**config.mk**
```make
export PLATFORM = sky130hd
export DESIGN_NAME = dkong3_audio_out
export DESIGN_NICKNAME = d
export VERILOG_FILES = /design/src/rtl/dkong3_audio_pkg.sv /design/src/rtl/dkong3_dc_block.sv /design/src/rtl/dkong3_audio_out.sv
export SDC_FILE = /design/constraint.sdc
export NUM_CORES = 1
export LEC_CHECK = 0
export ABC_CLOCK_PERIOD_IN_PS = 6600
export CAP_MARGIN = 5
export CORE_ASPECT_RATIO = 1.1
export CORE_MARGIN = 3
export CORE_UTILIZATION = 65
export CTS_CLUSTER_DIAMETER = 40
export DETAILED_ROUTE_END_ITERATION = 10
export MAX_ROUTING_LAYER = met4
export PLACE_DENSITY_LB_ADDON = 0.08
export SLEW_MARGIN = 40
export SYNTH_ARGS = -nofsm -noshare
export SYNTH_HDL_FRONTEND = slang
export SYNTH_HIERARCHICAL = 1
export SYNTH_SLANG_ARGS = --single-unit
```
**constraint.sdc**
```tcl
create_clock -name I_SUBCLK -period 6.6 [get_ports I_SUBCLK]
set_input_delay 0.66 -clock I_SUBCLK [delete_from_list [all_inputs] [get_ports I_SUBCLK]]
set_output_delay 0.66 -clock I_SUBCLK [all_outputs]
set_load 0.1 [all_outputs]
```
**src/rtl/dkong3_audio_pkg.sv**
```systemverilog
// Shared widths and arithmetic helpers for the dkong3 audio output conditioning stage.
package dkong3_audio_pkg;

  localparam int unsigned SAMPLE_W = 16;
  localparam int unsigned LP_W     = 24;
  localparam int unsigned HP_W     = 20;

  typedef logic signed [SAMPLE_W-1:0] sample_t;
  typedef logic signed [LP_W-1:0]     lp_t;
  typedef logic signed [HP_W-1:0]     hp_t;

  // One guard bit so the low-pass difference cannot overflow.
  function automatic logic signed [LP_W:0] sext_lp(input logic [LP_W-1:0] v);
    return {v[LP_W-1], v};
  endfunction

  function automatic logic [SAMPLE_W-1:0] sat16(input logic signed [31:0] v);
    if (v > 32'sd32767) begin
      return 16'h7fff;
    end else if (v < -32'sd32768) begin
      return 16'h8000;
    end else begin
      return v[SAMPLE_W-1:0];
    end
  endfunction

endpackage

```
**src/rtl/dkong3_dc_block.sv**
```systemverilog
// DC-blocking high-pass (hp) followed by gain, saturation and optional mute of each decimated sample.
module dkong3_dc_block
  import dkong3_audio_pkg::*;
#(
  parameter int unsigned DC_SHIFT   = 10,
  parameter int unsigned GAIN_SHIFT = 1
) (
  input  logic                clk_i,
  input  logic                rst_i,
  input  logic [SAMPLE_W-1:0] x_i,
  input  logic                stb_i,
  input  logic                mute_i,
  output logic [SAMPLE_W-1:0] sample_o,
  output logic                stb_o
);

  localparam logic signed [HP_W+1:0] HpMax = (HP_W+2)'((1 << (HP_W - 1)) - 1);
  localparam logic signed [HP_W+1:0] HpMin = -HpMax;

  hp_t                   hp_q, hp_d;
  logic [SAMPLE_W-1:0]   xprev_q;
  logic                  s2_vld_q;
  logic [SAMPLE_W-1:0]   sample_q;
  logic                  stb_q;
  logic signed [HP_W+1:0] x_ext, xp_ext, hp_ext, hp_sum;
  logic signed [31:0]    gained;

  always_comb begin
    x_ext  = {{(HP_W + 2 - SAMPLE_W){x_i[SAMPLE_W-1]}}, x_i};
    xp_ext = {{(HP_W + 2 - SAMPLE_W){xprev_q[SAMPLE_W-1]}}, xprev_q};
    hp_ext = {{2{hp_q[HP_W-1]}}, hp_q};
    hp_sum = x_ext - xp_ext + hp_ext - (hp_ext >>> DC_SHIFT);
    if (hp_sum > HpMax) begin
      hp_d = HpMax[HP_W-1:0];
    end else if (hp_sum < HpMin) begin
      hp_d = HpMin[HP_W-1:0];
    end else begin
      hp_d = hp_sum[HP_W-1:0];
    end
    gained = {{(32 - HP_W){hp_q[HP_W-1]}}, hp_q};
  end

  always_ff @(posedge clk_i or posedge rst_i) begin
    if (rst_i) begin
      hp_q     <= '0;
      xprev_q  <= '0;
      s2_vld_q <= 1'b0;
      sample_q <= '0;
      stb_q    <= 1'b0;
    end else begin
      s2_vld_q <= stb_i;
      stb_q    <= s2_vld_q;
      if (stb_i) begin
        hp_q    <= hp_d;
        xprev_q <= x_i;
      end
      if (s2_vld_q) begin
        sample_q <= mute_i ? '0 : sat16(gained <<< GAIN_SHIFT);
      end
    end
  end

  assign sample_o = sample_q;
  assign stb_o    = stb_q;

endmodule

```
**src/rtl/dkong3_audio_out.sv**
```systemverilog
// Audio output stage: clock-rate anti-alias low-pass, fractional-N decimation strobe,
// then DC block, gain and saturation to a strobed 16-bit sample.
module dkong3_audio_out
  import dkong3_audio_pkg::*;
#(
  parameter int unsigned CLK_HZ     = 24000000,
  parameter int unsigned OUT_HZ     = 48000,
  parameter int unsigned LP_SHIFT   = 6,
  parameter int unsigned DC_SHIFT   = 10,
  parameter int unsigned GAIN_SHIFT = 1
) (
  input  logic                I_SUBCLK,
  input  logic                I_RESET,
  input  logic [SAMPLE_W-1:0] I_SAMPLE,
  input  logic                I_MUTE,
  output logic [SAMPLE_W-1:0] O_SAMPLE,
  output logic                O_SAMPLE_STB
);

  // The three-stage pipeline must drain before the next tick.
  if (CLK_HZ < 4 * OUT_HZ) begin : g_bad_ratio
    $error("dkong3_audio_out: CLK_HZ must be at least 4*OUT_HZ");
  end
  if (GAIN_SHIFT > 3) begin : g_bad_gain
    $error("dkong3_audio_out: GAIN_SHIFT must be 0..3");
  end

  lp_t                   lp_q, lp_d;
  logic signed [LP_W:0]  lp_diff;
  logic [31:0]           acc_q, acc_d;
  logic [32:0]           acc_nxt;
  logic                  tick_q, tick_d;
  logic [SAMPLE_W-1:0]   x_q;
  logic                  x_vld_q;

  always_comb begin
    lp_diff = sext_lp({I_SAMPLE, 8'h00}) - sext_lp(lp_q);
    lp_d    = lp_q + lp_t'(lp_diff >>> LP_SHIFT);

    acc_nxt = {1'b0, acc_q} + 33'(OUT_HZ);
    if (acc_nxt >= 33'(CLK_HZ)) begin
      acc_d  = 32'(acc_nxt - 33'(CLK_HZ));
      tick_d = 1'b1;
    end else begin
      acc_d  = acc_nxt[31:0];
      tick_d = 1'b0;
    end
  end

  always_ff @(posedge I_SUBCLK or posedge I_RESET) begin
    if (I_RESET) begin
      lp_q    <= '0;
      acc_q   <= '0;
      tick_q  <= 1'b0;
      x_q     <= '0;
      x_vld_q <= 1'b0;
    end else begin
      lp_q    <= lp_d;
      acc_q   <= acc_d;
      tick_q  <= tick_d;
      x_vld_q <= tick_q;
      if (tick_q) begin
        x_q <= lp_q[LP_W-1:LP_W-SAMPLE_W];
      end
    end
  end

  dkong3_dc_block #(
    .DC_SHIFT  (DC_SHIFT),
    .GAIN_SHIFT(GAIN_SHIFT)
  ) u_dc_block (
    .clk_i   (I_SUBCLK),
    .rst_i   (I_RESET),
    .x_i     (x_q),
    .stb_i   (x_vld_q),
    .mute_i  (I_MUTE),
    .sample_o(O_SAMPLE),
    .stb_o   (O_SAMPLE_STB)
  );

endmodule
```
==> metrics <==
run status finished, final reports clean; cell family with most CP delay compound AO/OA/AOI/OAI gates; Period Utilization, post-route 73.0%; max incr delay on CP around 0.74 ns; GP Congestion 0.951; # diodes 0; unrepaired setup endpoints after global routing no; total leakage power 4.96 nW; total routing usage reported by global routing 29.1%; antenna viol nets, final 0; top flip-flop cell by instance count after synthesis sky130_fd_sc_hd__dfrtp_1; total clock buffers created by CTS 17; crit-path cells fa_1 > fa_1 > inv_1 > ha_1 > a21oi_1 > o21ai_0 > or3_1 > o21ai_0 > a311o_1 > nand2_1 > o21ai_0 > a31o_2; Longest Clk Path Bufs 2; mean routed wirelength per cell 17.0 µm; Pwr per Cell Area around 360 mW/mm²; number of sinks handled by clock tree synthesis 121; total gr overflow 0; net total in the final layout 1221; hold path startpoint u_dc_block/sample_o[14]; cell type with the highest occurrence count on the critical path sky130_fd_sc_hd__o21ai_0; critical path class reg -> reg; worst path buffer plus inverter count 1; Crit. End Element flop; combined area of all synthesized cells 0.00980 mm²; I/O pin total 36; Clock Skews about 0.0072 ns; achievable clock frequency 0.207 GHz; Rel. slew slack 49.5%; Min-Delay Path Class reg -> reg; htree depth 4; most frequent cells in the layout 121 x sky130_fd_sc_hd__dfrtp_1, 116 x sky130_fd_sc_hd__inv_1, 94 x sky130_fd_sc_hd__nor2_1, 68 x sky130_fd_sc_hd__ha_1, 62 x sky130_fd_sc_hd__nand2_1; FF-to-FF path depth 12; register bit count reported by yosys roughly 120; starting density of the core between 60% and 70%; slowest library cell on the worst path sky130_fd_sc_hd__dfrtp_1; layout overhead on the synthesized area 9.80%; total nets after synthesis 1200; clock root buffer master sky130_fd_sc_hd__clkbuf_16; count of distinct cell types in the synthesized netlist approximately 80; number of cells produced by synthesis ~1100; highest net fanout along the worst path 13; average size of a mapped cell slightly above 9 µm²; register-to-register setup slack ~1.8 ns; Die Ht 135 µm; Req. time, crit path between 6 and 7 ns; count of flip-flops with a built-in enable after synthesis 0; drt initial violations around 690; number of synthesis warnings 6; share of final-layout standard cells stronger than drive strength 1 approximately 11%; first-pass iteration count of the detailed router 5; Hold-fix buffers, CTS 0; Slew Limit Fails 0; Die Area approximately 0.017 mm²; async set or reset register ratio after synthesis 100%; number of endpoints with negative hold slack in the final report 0; leading post-synthesis cells by cell area sky130_fd_sc_hd__dfrtp_1 31%, sky130_fd_sc_hd__ha_1 8.7%, sky130_fd_sc_hd__fa_1 7.6%, sky130_fd_sc_hd__xnor2_1 5.0%, sky130_fd_sc_hd__inv_1 4.5%; most common cell after layout, fill and taps aside sky130_fd_sc_hd__dfrtp_1; peak ir drop on the vdd network 441 µV; CTS clk-pin slew, worst paths 0.06 ns; HPWL after DPL roughly 16 mm; final-layout fill cell count between 1000 and 1500; number of global-route vias before repair 7643; R2R Path End u_dc_block/hp_q[8]; antenna violations before repair 0; post-detailed-route DRC marker count 0; most area-hungry cell type in the Yosys netlist sky130_fd_sc_hd__dfrtp_1; number of post-CTS setup repair buffers 0; endpoints failing setup 0; total negative slack 0 ns; worst-case hold path end point u_dc_block/sample_o[14]; share of the synthesized area in the top cell type 30.9%; maxcap violations 0; number of vias in the routed layout 7945; DR vias/cell a little over 6; Die Width about 120 µm; source-to-sink clock delay at the later pin of the worst-skew pair 0.42 ns; number of cells upsized or downsized after cts 0; Setup crit start kind flop; critical path arrival 5.18 ns; cell depth of the worst hold path 2; post-placement cell area around 0.01 mm²; final instance area between 0.01 and 0.015 mm²; Detailed Route WL ~22 mm; Port Buffer Count 35; portion of the post-synthesis area used by sequential elements just over 30%; Site Rows 46; first-pass GRT wire length 37.4 mm; pin count of the biggest net entering global routing ~70; worst reg2reg startpoint u_dc_block/hp_q[19]; shortest period the worst path allows between 4 and 5 ns; Placeable Area between 0.01 and 0.015 mm²; TritonCTS clock tree done; worst-margin pin slew between 0.7 and 0.8 ns
[cell usage after synthesis, types with 15 or more instances]
cell,n
sky130_fd_sc_hd__mux2_2,32
sky130_fd_sc_hd__fa_1,37
sky130_fd_sc_hd__dfrtp_1,121
sky130_fd_sc_hd__nor2_1,94
sky130_fd_sc_hd__o22ai_1,15
sky130_fd_sc_hd__xor2_1,26
sky130_fd_sc_hd__inv_1,118
sky130_fd_sc_hd__nand2_1,62
sky130_fd_sc_hd__o21ai_0,55
sky130_fd_sc_hd__nor3_1,32
sky130_fd_sc_hd__xnor2_1,56
sky130_fd_sc_hd__clkbuf_1,20
sky130_fd_sc_hd__o21a_1,15
sky130_fd_sc_hd__a21oi_1,56
sky130_fd_sc_hd__ha_1,68
sky130_fd_sc_hd__nand3_1,24
[worst min-delay path, delay by kind of cell (launching register included)]
family	cells	cell delay [ns]
DFF	1	0.37
AOI/OAI and AO/OA	1	0.06
buffers and inverters	1	0.05
[cells by family (layout without fill, tap and decap cells)]
kind of cell,Yosys count,after routing,synth area share (%)
mux,36,36,4.08
simple gates,316,316,16.4
fa+ha+maj,105,105,16.2
compound gates,261,261,18.7
flops,121,121,30.9
xor+xnor,82,82,7.33
buf+inv,155,188,6.38
[metal layers]
| metal | GRT usage, % | vias to the layer above | part of all wire [%] |
|---|---|---|---|
| li1 | - | 3836 | - |
| met1 | 40.1 | 3853 | 46 |
| met2 | 45.2 | 222 | 48 |
| met3 | 4.90 | 34 | 4.8 |
| met4 | 7.75 | 0 | 1.7 |
| met5 | - | - | 0 |
[stage by stage]
stage               utilization (%)  hold WS, ns  setup slack, ns  instances  total power, mW
global placement               70.0        0.494             1.84       1270             2.91
detailed placement             69.5        0.518             1.80       1270             2.95
global route                   73.6        0.548             1.43       1301             4.22
floorplan                         -        0.352             2.65       1076             2.58
finish                         73.6        0.524             1.78       1301             3.91
CTS                            73.6        0.528             1.87       1301             3.91
[power by group]
group | total (mW) | switching [mW] | internal [mW]
clock | 0.940 | 0.341 | 0.599
sequential | 0.953 | 0.0903 | 0.863
combinational | 2.01 | 1.07 | 0.941
total | 3.91 | 1.50 | 2.40
[sequential cells by signal (all words and copies together) (netlist names)]
register and count:
u_dc_block/hp_q 20, lp_q 24, x_vld_q 1, u_dc_block/xprev_q 16, x_q 16, u_dc_block/stb_o 1
tick_q 1, u_dc_block/s2_vld_q 1, acc_q 25, u_dc_block/sample_o 16
[worst max path at each step]
stage / startpoint / end / slack [ns] / cells past startpoint
6_report: u_dc_block/hp_q[19] / u_dc_block/hp_q[8] / 1.78 / 12
5_1_grt: u_dc_block/hp_q[19] / u_dc_block/hp_q[0] / 1.43 / 12
4_1_cts: u_dc_block/hp_q[19] / u_dc_block/hp_q[8] / 1.87 / 12
3_5_place_dp: I_SAMPLE[1] / lp_q[23] / 1.80 / 20
3_3_place_gp: I_SAMPLE[1] / lp_q[23] / 1.84 / 20
2_1_floorplan: u_dc_block/hp_q[19] / u_dc_block/hp_q[5] / 2.65 / 14
[cell type report]
class | count | area (µm²) | share of cell area (%)
tap | 192 | 240 | 2.23
inverter | 119 | 447 | 4.15
sequential | 121 | 3030 | 28.1
clock inverter | 12 | 150 | 1.39
multi-input combinational | 800 | 6160 | 57.3
clock buffer | 19 | 443 | 4.11
timing repair buffer | 38 | 292 | 2.71
(Power assumes the default switching activity.)
